### config.mk
export PLATFORM = sky130hd
export DESIGN_NAME = muldiv_unit
export DESIGN_NICKNAME = d
export VERILOG_FILES = /design/src/rtl/muldiv_pkg.sv /design/src/rtl/muldiv_unit.sv
export SDC_FILE = /design/constraint.sdc
export NUM_CORES = 1
export LEC_CHECK = 0
export CAP_MARGIN = 20
export CORE_MARGIN = 2
export CORE_UTILIZATION = 30
export CTS_BUF_LIST = sky130_fd_sc_hd__clkbuf_2 sky130_fd_sc_hd__clkbuf_4 sky130_fd_sc_hd__clkbuf_8
export CTS_CLUSTER_DIAMETER = 100
export DETAILED_ROUTE_END_ITERATION = 10
export PLACE_DENSITY = 0.44
export SYNTH_ARGS = -nofsm -noshare
export SYNTH_HDL_FRONTEND = slang
export SYNTH_SLANG_ARGS = --single-unit
### constraint.sdc
create_clock -name clk -period 8.3 [get_ports clk]
set_input_delay 1.66 -clock clk [delete_from_list [all_inputs] [get_ports clk]]
set_output_delay 1.66 -clock clk [all_outputs]
set_load 0.03 [all_outputs]
### src/rtl/muldiv_pkg.sv
// Shared types and defaults for the iterative multiply/divide unit.
package muldiv_pkg;

    localparam int XLEN_DEFAULT = 32;

    typedef enum logic [1:0] {
        OP_MULT  = 2'b00,
        OP_MULTU = 2'b01,
        OP_DIV   = 2'b10,
        OP_DIVU  = 2'b11
    } op_e;

    typedef enum logic [1:0] {
        IDLE = 2'b00,
        CALC = 2'b01,
        FIX  = 2'b10,
        DONE = 2'b11
    } state_e;

endpackage

### src/rtl/muldiv_unit.sv
// Iterative multiply/divide unit, one result bit per clock, results held in HI/LO.
// Optional macro MULDIV_ZERO_SKIP_EN: bypass CALC when either operand is zero.
module muldiv_unit
    import muldiv_pkg::*;
#(
    parameter int XLEN = XLEN_DEFAULT
) (
    input  logic            clk,
    input  logic            reset,
    input  logic            start,
    input  logic [1:0]      op,
    input  logic [XLEN-1:0] rs_val,
    input  logic [XLEN-1:0] rt_val,
    output logic            busy,
    output logic            done,
    output logic [XLEN-1:0] hi,
    output logic [XLEN-1:0] lo
);

    localparam int CW = $clog2(XLEN);

    state_e          state;
    state_e          state_nxt;
    op_e             op_q;
    op_e             op_in;
    logic [XLEN-1:0] a_q;
    logic [XLEN-1:0] b_q;
    logic            neg_q;
    logic            neg_r;
    logic [CW-1:0]   cnt;
    logic [XLEN-1:0] acc_hi;
    logic [XLEN-1:0] acc_lo;

    logic            signed_in;
    logic            rs_neg_in;
    logic            rt_neg_in;
    logic [XLEN-1:0] rs_abs;
    logic [XLEN-1:0] rt_abs;
    logic            is_div;

    logic [XLEN:0]     mul_sum;
    logic [XLEN:0]     div_shift;
    logic [XLEN:0]     div_trial;
    logic [2*XLEN-1:0] prod_mag;
    logic [2*XLEN-1:0] prod_fix;
    logic [XLEN-1:0]   quo_fix;
    logic [XLEN-1:0]   rem_fix;
    logic [XLEN-1:0]   dvz_hi;

    assign op_in     = op_e'(op);
    assign signed_in = (op_in == OP_MULT) || (op_in == OP_DIV);
    assign rs_neg_in = signed_in & rs_val[XLEN-1];
    assign rt_neg_in = signed_in & rt_val[XLEN-1];
    assign rs_abs    = rs_neg_in ? -rs_val : rs_val;
    assign rt_abs    = rt_neg_in ? -rt_val : rt_val;
    assign is_div    = (op_q == OP_DIV) || (op_q == OP_DIVU);

    // Single iteration of shift-add multiply and restoring divide on magnitudes.
    assign mul_sum   = {1'b0, acc_hi} + (acc_lo[0] ? {1'b0, b_q} : '0);
    assign div_shift = {acc_hi, acc_lo[XLEN-1]};
    assign div_trial = div_shift - {1'b0, b_q};

    assign prod_mag = {acc_hi, acc_lo};
    assign prod_fix = neg_q ? -prod_mag : prod_mag;
    assign quo_fix  = neg_q ? -acc_lo : acc_lo;
    assign rem_fix  = neg_r ? -acc_hi : acc_hi;
    // Restores the original dividend bit pattern from its magnitude.
    assign dvz_hi   = neg_r ? -a_q : a_q;

    assign busy = (state != IDLE);
    assign done = (state == DONE);

    always_ff @(posedge clk or posedge reset) begin
        if (reset) begin
            state <= IDLE;
        end else begin
            state <= state_nxt;
        end
    end

    always_comb begin
        state_nxt = state;
        case (state)
            IDLE: begin
                if (start) begin
`ifdef MULDIV_ZERO_SKIP_EN
                    state_nxt = ((rs_val == '0) || (rt_val == '0)) ? FIX : CALC;
`else
                    state_nxt = CALC;
`endif
                end
            end
            CALC: begin
                if (cnt == '0) begin
                    state_nxt = FIX;
                end
            end
            FIX:     state_nxt = DONE;
            DONE:    state_nxt = IDLE;
            default: state_nxt = IDLE;
        endcase
    end

    // Operand capture, iteration datapath and the sign-corrected write of HI/LO.
    always_ff @(posedge clk or posedge reset) begin
        if (reset) begin
            op_q   <= OP_MULT;
            a_q    <= '0;
            b_q    <= '0;
            neg_q  <= 1'b0;
            neg_r  <= 1'b0;
            cnt    <= '0;
            acc_hi <= '0;
            acc_lo <= '0;
            hi     <= '0;
            lo     <= '0;
        end else begin
            case (state)
                IDLE: begin
                    if (start) begin
                        op_q   <= op_in;
                        a_q    <= rs_abs;
                        b_q    <= rt_abs;
                        neg_q  <= rs_neg_in ^ rt_neg_in;
                        neg_r  <= rs_neg_in;
                        cnt    <= CW'(XLEN - 1);
                        acc_hi <= '0;
                        acc_lo <= rs_abs;
                    end
                end
                CALC: begin
                    cnt <= cnt - CW'(1);
                    if (is_div) begin
                        if (!div_trial[XLEN]) begin
                            acc_hi <= div_trial[XLEN-1:0];
                            acc_lo <= {acc_lo[XLEN-2:0], 1'b1};
                        end else begin
                            acc_hi <= div_shift[XLEN-1:0];
                            acc_lo <= {acc_lo[XLEN-2:0], 1'b0};
                        end
                    end else begin
                        acc_hi <= mul_sum[XLEN:1];
                        acc_lo <= {mul_sum[0], acc_lo[XLEN-1:1]};
                    end
                end
                FIX: begin
                    // Zero operands are resolved here so the skip path needs no CALC results.
                    if (is_div) begin
                        if (b_q == '0) begin
                            hi <= dvz_hi;
                            lo <= '1;
                        end else if (a_q == '0) begin
                            hi <= '0;
                            lo <= '0;
                        end else begin
                            hi <= rem_fix;
                            lo <= quo_fix;
                        end
                    end else begin
                        if ((a_q == '0) || (b_q == '0)) begin
                            hi <= '0;
                            lo <= '0;
                        end else begin
                            hi <= prod_fix[2*XLEN-1:XLEN];
                            lo <= prod_fix[XLEN-1:0];
                        end
                    end
                end
                default: ;
            endcase
        end
    end

endmodule

* Word-level counts from Yosys, hierarchy flattened
Cells that the tools add are included.
** Word-level totals
- Register bits :: 203
- Logic and storage cells :: 72
- Input port bits :: 69
** Cells by class
- Add/sub/neg operators :: 9
- Multiplexer cells :: 28
- Eq/ne operators :: 8
- Reductions and logical operators :: 13
- Bitwise operators :: 3
** Operator list (number)
- $mux W32 :: 19
- $neg A32 Y32 :: 5
- $pmux W32 S2 :: 2
- $logic_not A32 Y1 :: 2
- $mux W64 :: 1
- $neg A64 Y64 :: 1
- $add A32 B32 Y33 :: 1
- $sub A33 B32 Y33 :: 1
- $eq A2 B2 Y1 const B :: 5
- $pmux W5 S2 :: 1
- $pmux W2 S4 :: 1
- $reduce_and A2 Y1 :: 3
- $logic_not A5 Y1 :: 1
- $mux W5 :: 1
- $sub A5 B1 Y5 const B :: 1
- $logic_not A2 Y1 :: 2
- $mux W2 :: 2
- $ne A2 B2 Y1 const B :: 2
- $reduce_bool A2 Y1 :: 2
- $logic_or A1 B1 Y1 :: 3
- $and A1 B1 Y1 :: 2
- $eq A2 B1 Y1 const B :: 1
- $mux W1 :: 1
- $xor A1 B1 Y1 :: 1

* Longest topological paths before layout
- Depth after elaboration :: 6
- Gate-level depth with buffers :: 13
- Gate-level depth less buffers :: 12

* Worst setup path before layout
Ideal clock, no wire load.
- Path type :: input to register
- Start :: in rs_val[12]
- End :: reg acc_lo[29]
- Arrival :: 3.921 ns
- Required time :: 8.160 ns
- Path slack :: 4.238 ns
- Stages :: 7
- Buffers on the path :: 0
- Cell sequence :: or4_1 > or3_1 > or4b_1 > or3_1 > o31ai_1 > xor2_1 > a21oi_1
** Between the ends
- Word-level cells in the longest chain between the ends :: 4
** Ends and longest elaborated chain
- start: declaration :: line muldiv_unit.sv:12 : input logic [XLEN-1:0] rs_val,
- $neg A32 Y32 :: line muldiv_unit.sv:54 : assign rs_abs = rs_neg_in ? -rs_val : rs_val;
- $mux W32 :: line muldiv_unit.sv:54
- $mux W32 :: line muldiv_unit.sv:120 : if (start) begin
- $pmux W32 S2 :: line muldiv_unit.sv:118 : case (state)
- end signal: assignment :: line muldiv_unit.sv:128 : acc_lo <= rs_abs;
- end signal: assignment :: line muldiv_unit.sv:136 : acc_lo <= {acc_lo[XLEN-2:0], 1'b1};
- end signal: assignment :: line muldiv_unit.sv:139 : acc_lo <= {acc_lo[XLEN-2:0], 1'b0};
- end: declaration :: line muldiv_unit.sv:32 : logic [XLEN-1:0] acc_lo;
No other way between the ends. The select of a mux whose other input is x is not followed.
A chain may end at the register's enable or synchronous reset.

* Worst setup path in the final report
- Start :: reg acc_lo[0]
- End :: reg acc_hi[24]
** Between the ends
- Word-level cells in the longest chain between the ends :: 4
** Ends and longest elaborated chain
- $mux W32 :: line muldiv_unit.sv:59 : assign mul_sum = {1'b0, acc_hi} + (acc_lo[0] ? {1'b0, b_q} : '0);
- $add A32 B32 Y33 :: line muldiv_unit.sv:59
- $mux W32 :: line muldiv_unit.sv:133 : if (is_div) begin
- $pmux W32 S2 :: line muldiv_unit.sv:118
- end signal: assignment :: line muldiv_unit.sv:135 : acc_hi <= div_trial[XLEN-1:0];
- end signal: assignment :: line muldiv_unit.sv:138 : acc_hi <= div_shift[XLEN-1:0];
- end signal: assignment :: line muldiv_unit.sv:142 : acc_hi <= mul_sum[XLEN:1];
- end: declaration :: line muldiv_unit.sv:31 : logic [XLEN-1:0] acc_hi;
No other way between the ends.

==> results.py <==
metrics = {
    "timing": {
        "slew_violations": 0,
        "final-hold-violation-count": 0,
        "tightestPinTransition_ns": 1.09,
        "finClkSkew_ns": 0.0414,
        "setup_tns_ns": 0,
        "rsz0062_at_grt": "false",
        "timing.final.crit_share_pct": 55.2,
        "setup_viol": 0,
        "finalCriticalPeriod_ns": 4.58,
        "fmax_ghz": 0.218,
        "slew_headroom_pct": 27.3,
    },
    "synth": {
        "synth_cell_types": 76,
        "yosys.area.top_type": "dfrtp_1",
        "ys_ff_latch": 202,
        "synth_xor_area_share_pct": 11.6,
        "syn_inst": 2058,
        "synth.top_cells.by_area": "dfrtp_1 30%, xor2_1 6.4%, o21ai_0 5.7%",
        "synthesis.area_mm2": 0.0166,
        "yosys_warnings": 0,
        "synth_enable_flop_cells": 0,
        "ys_seq_area_share_pct": 30.4,
        "synth_fa_ha_area_share_pct": 5.88,
        "syn_nets": 2204,
        "async_flop_share_pct": 100,
        "synth_area_per_cell_um2": 8.09,
        "synth_ff_type": "dfrtp_1",
        "yosys-mux-area-fraction_pct": 4.08,
        "synth_top_cell_area_share_pct": 30.4,
        "synthSimpleGateAreaFrac_pct": 18.3,
        "synth_compound_area_share_pct": 25.2,
        "synth_top_family_by_area": "compound AO/OA/AOI/OAI gates",
    },
    "critical_path": {
        "cp.required_ns": 8.81,
        "crit_fanout": 28,
        "slowest_stage": "a221oi_1",
        "cp_cell_sequence": "inv_1 > buf_4 > nor2_1 > ha_1 > a2111oi_0 > o21ai_0 > a221oi_1 > o31ai_1 > a221oi_1 > o21ai_0 > mux2i_1 > a221o_1",
        "rrSetupSlack_ns": 3.72,
        "crit_type": "flip-flop to flip-flop",
        "ff2ff_path_depth": 12,
        "endpoint_kind": "flip-flop",
        "critPathArrivalTime_ns": 5.09,
        "regToRegStartpoint": "acc_lo[0]$_DFFE_PP0P_",
        "r2r-end": "acc_hi[24]$_DFFE_PP0P_",
        "cp_slowest_stage_delay_ns": 0.67,
        "cp-start-kind": "flip-flop",
    },
    "clock_network": {
        "path_clk_slew_ns": 0.07,
        "cts_tree": "done",
        "cts_buffer_depth": 3,
        "cts_hold_buf": 0,
        "postCtsSetupRepairBufs": 0,
        "cts-buffers-inserted": 42,
        "post_cts_resized": 0,
        "insertion_delay_ns": 0.63,
        "cts_root_buf": "clkbuf_8",
        "htree_num_levels": 2,
        "numClockSinks": 202,
    },
    "cells_and_area": {
        "fin_cells": 2911,
        "fin_nets": 2279,
        "syn2layout_area_growth_pct": 17.5,
        "fin_util_pct": 35.6,
        "final_cell_mix": "213 x nand2_1, 200 x dfrtp_1, 189 x o21ai_0",
        "fin_area_mm2": 0.0196,
        "layout_commonest_cell": "nand2_1",
        "num-fill-cells": 5815,
        "layout-drive-gt1-share_pct": 7.03,
    },
    "global_route": {
        "grt_max_degree": 102,
        "grt_first_pass_wirelength_mm": 97.8,
        "antenna_found_initial": 3,
        "first_global_vias": 15400,
        "grt_overflow": 0,
        "grt_use_total_pct": 22.5,
    },
    "pwr": {
        "p_leak_nw": 7.89,
        "ir_worst_vdd_uv": 223,
        "power.density_mw_per_mm2": 443,
        "power_w": 0.00867,
    },
    "run_status": {
        "status": "complete, no violations",
    },
    "placed_design": {
        "place_hpwl_mm": 49.0,
        "io_buffers": 134,
        "numPlacedInstances": 2836,
        "place_area_mm2": 0.0186,
        "globalplace.congestion": 0.903,
    },
    "min_path": {
        "whs_path_depth": 1,
        "hold_path.class": "flip-flop to flip-flop",
        "hold_path_end": "hi[6]$_DFFE_PP0P_",
        "hold_start": "hi[6]$_DFFE_PP0P_",
    },
    "run": {
        "cap_violations": 0,
    },
    "routing": {
        "viasPerCell": 5.52,
        "wl_per_cell_um": 22.3,
        "via_count": 16100,
        "drtIter0Drc": 1374,
        "drt_first_pass_iters": 6,
        "routed_wl_mm": 64.9,
        "antenna_left": 0,
        "remaining_drc_errors": 0,
    },
    "die": {
        "core_area_mm2": 0.0550,
        "die_w_um": 240,
        "die_area_mm2": 0.0574,
        "initial_utilization_pct": 30.3,
        "rows": 86,
        "chipHeight_um": 240,
        "io_pins": 135,
    },
}
-- flip-flops by register name, summed over array words and instances, names as in the netlist --
register and count:
a_q 32, acc_hi 32, acc_lo 32, b_q 32, hi 32, lo 32, cnt 5, state 2
neg_q 1, neg_r 1, op_q 1
-- per-stage QoR --
step           hold slack (ns)  setup slack [ns]
2_1_floorplan            0.472              1.13
3_3_place_gp             0.468              3.58
3_5_place_dp             0.467              3.56
4_1_cts                  0.490              3.74
5_1_grt                  0.526              3.47
6_report                 0.492              3.72
-- per-layer routing --
layer | track usage [%] | vias to the layer above | part of all wire, %
met4 | 6.29 | 2 | 2.5
met5 | 0 | - | 0.020
met2 | 32.9 | 519 | 42
met3 | 4.73 | 100 | 7.3
li1 | - | 7647 | -
met1 | 33.0 | 7801 | 48
-- cells by family after synthesis --
logic type	after synthesis
XOR/XNOR	221
buffers and inverters	197
multiplexers	65
AO/OA/AOI/OAI	655
adder cells (fa/ha/maj)	77
AND/OR/NAND/NOR	641
flip-flops	202
-- report_power, final --
| part | switching [W] | internal, W |
|---|---|---|
| combinational | 0.00325 | 0.00209 |
| sequential | 0.000717 | 0.00144 |
| clock | 0.000501 | 0.000672 |
| total | 0.00447 | 0.00420 |
-- final cells by class --
type | instances | area, µm² | share of cell area [%]
clock buffers | 66 | 840 | 4.29
flip-flops and latches | 202 | 5060 | 25.9
clock inverters | 6 | 65.1 | 0.333
diodes | 2 | 5.00 | 0.0256
well taps | 748 | 936 | 4.78
repair buffers | 154 | 1500 | 7.64
multi-input cells | 1659 | 10900 | 55.6
inverters | 74 | 285 | 1.46
-- cell usage after synthesis (33+ instances only) --
cell type,count
clkbuf_1,109
o22ai_1,39
a21oi_1,151
o21ai_0,190
xnor2_1,99
mux2i_1,42
nor2_1,181
dfrtp_1,202
xor2_1,122
o31ai_1,45
inv_1,74
ha_1,75
nor3_1,33
nand2_1,214
-- how the worst max path moves through the flow --
stage | startpoint | end | depth (start not counted)
2_1_floorplan | reset | a_q[0]$_DFFE_PP0P_ | 1
3_3_place_gp | rs_val[12] | acc_lo[29]$_DFFE_PP0P_ | 8
3_5_place_dp | rs_val[2] | acc_lo[29]$_DFFE_PP0P_ | 8
4_1_cts | acc_lo[0]$_DFFE_PP0P_ | acc_hi[24]$_DFFE_PP0P_ | 12
5_1_grt | acc_lo[0]$_DFFE_PP0P_ | acc_hi[24]$_DFFE_PP0P_ | 12
6_report | acc_lo[0]$_DFFE_PP0P_ | acc_hi[24]$_DFFE_PP0P_ | 12
-- worst max-delay path, delay by kind of cell (launching register included) --
kind / cells / cell delay (ns)
flip-flops: 1 / 0.51
multiplexers: 1 / 0.16
AND/OR/NAND/NOR: 1 / 0.10
AO/OA/AOI/OAI: 7 / 2.80
adder cells (fa/ha/maj): 1 / 0.37
buffers and inverters: 2 / 0.52
Power figures use the tool's default switching activity.
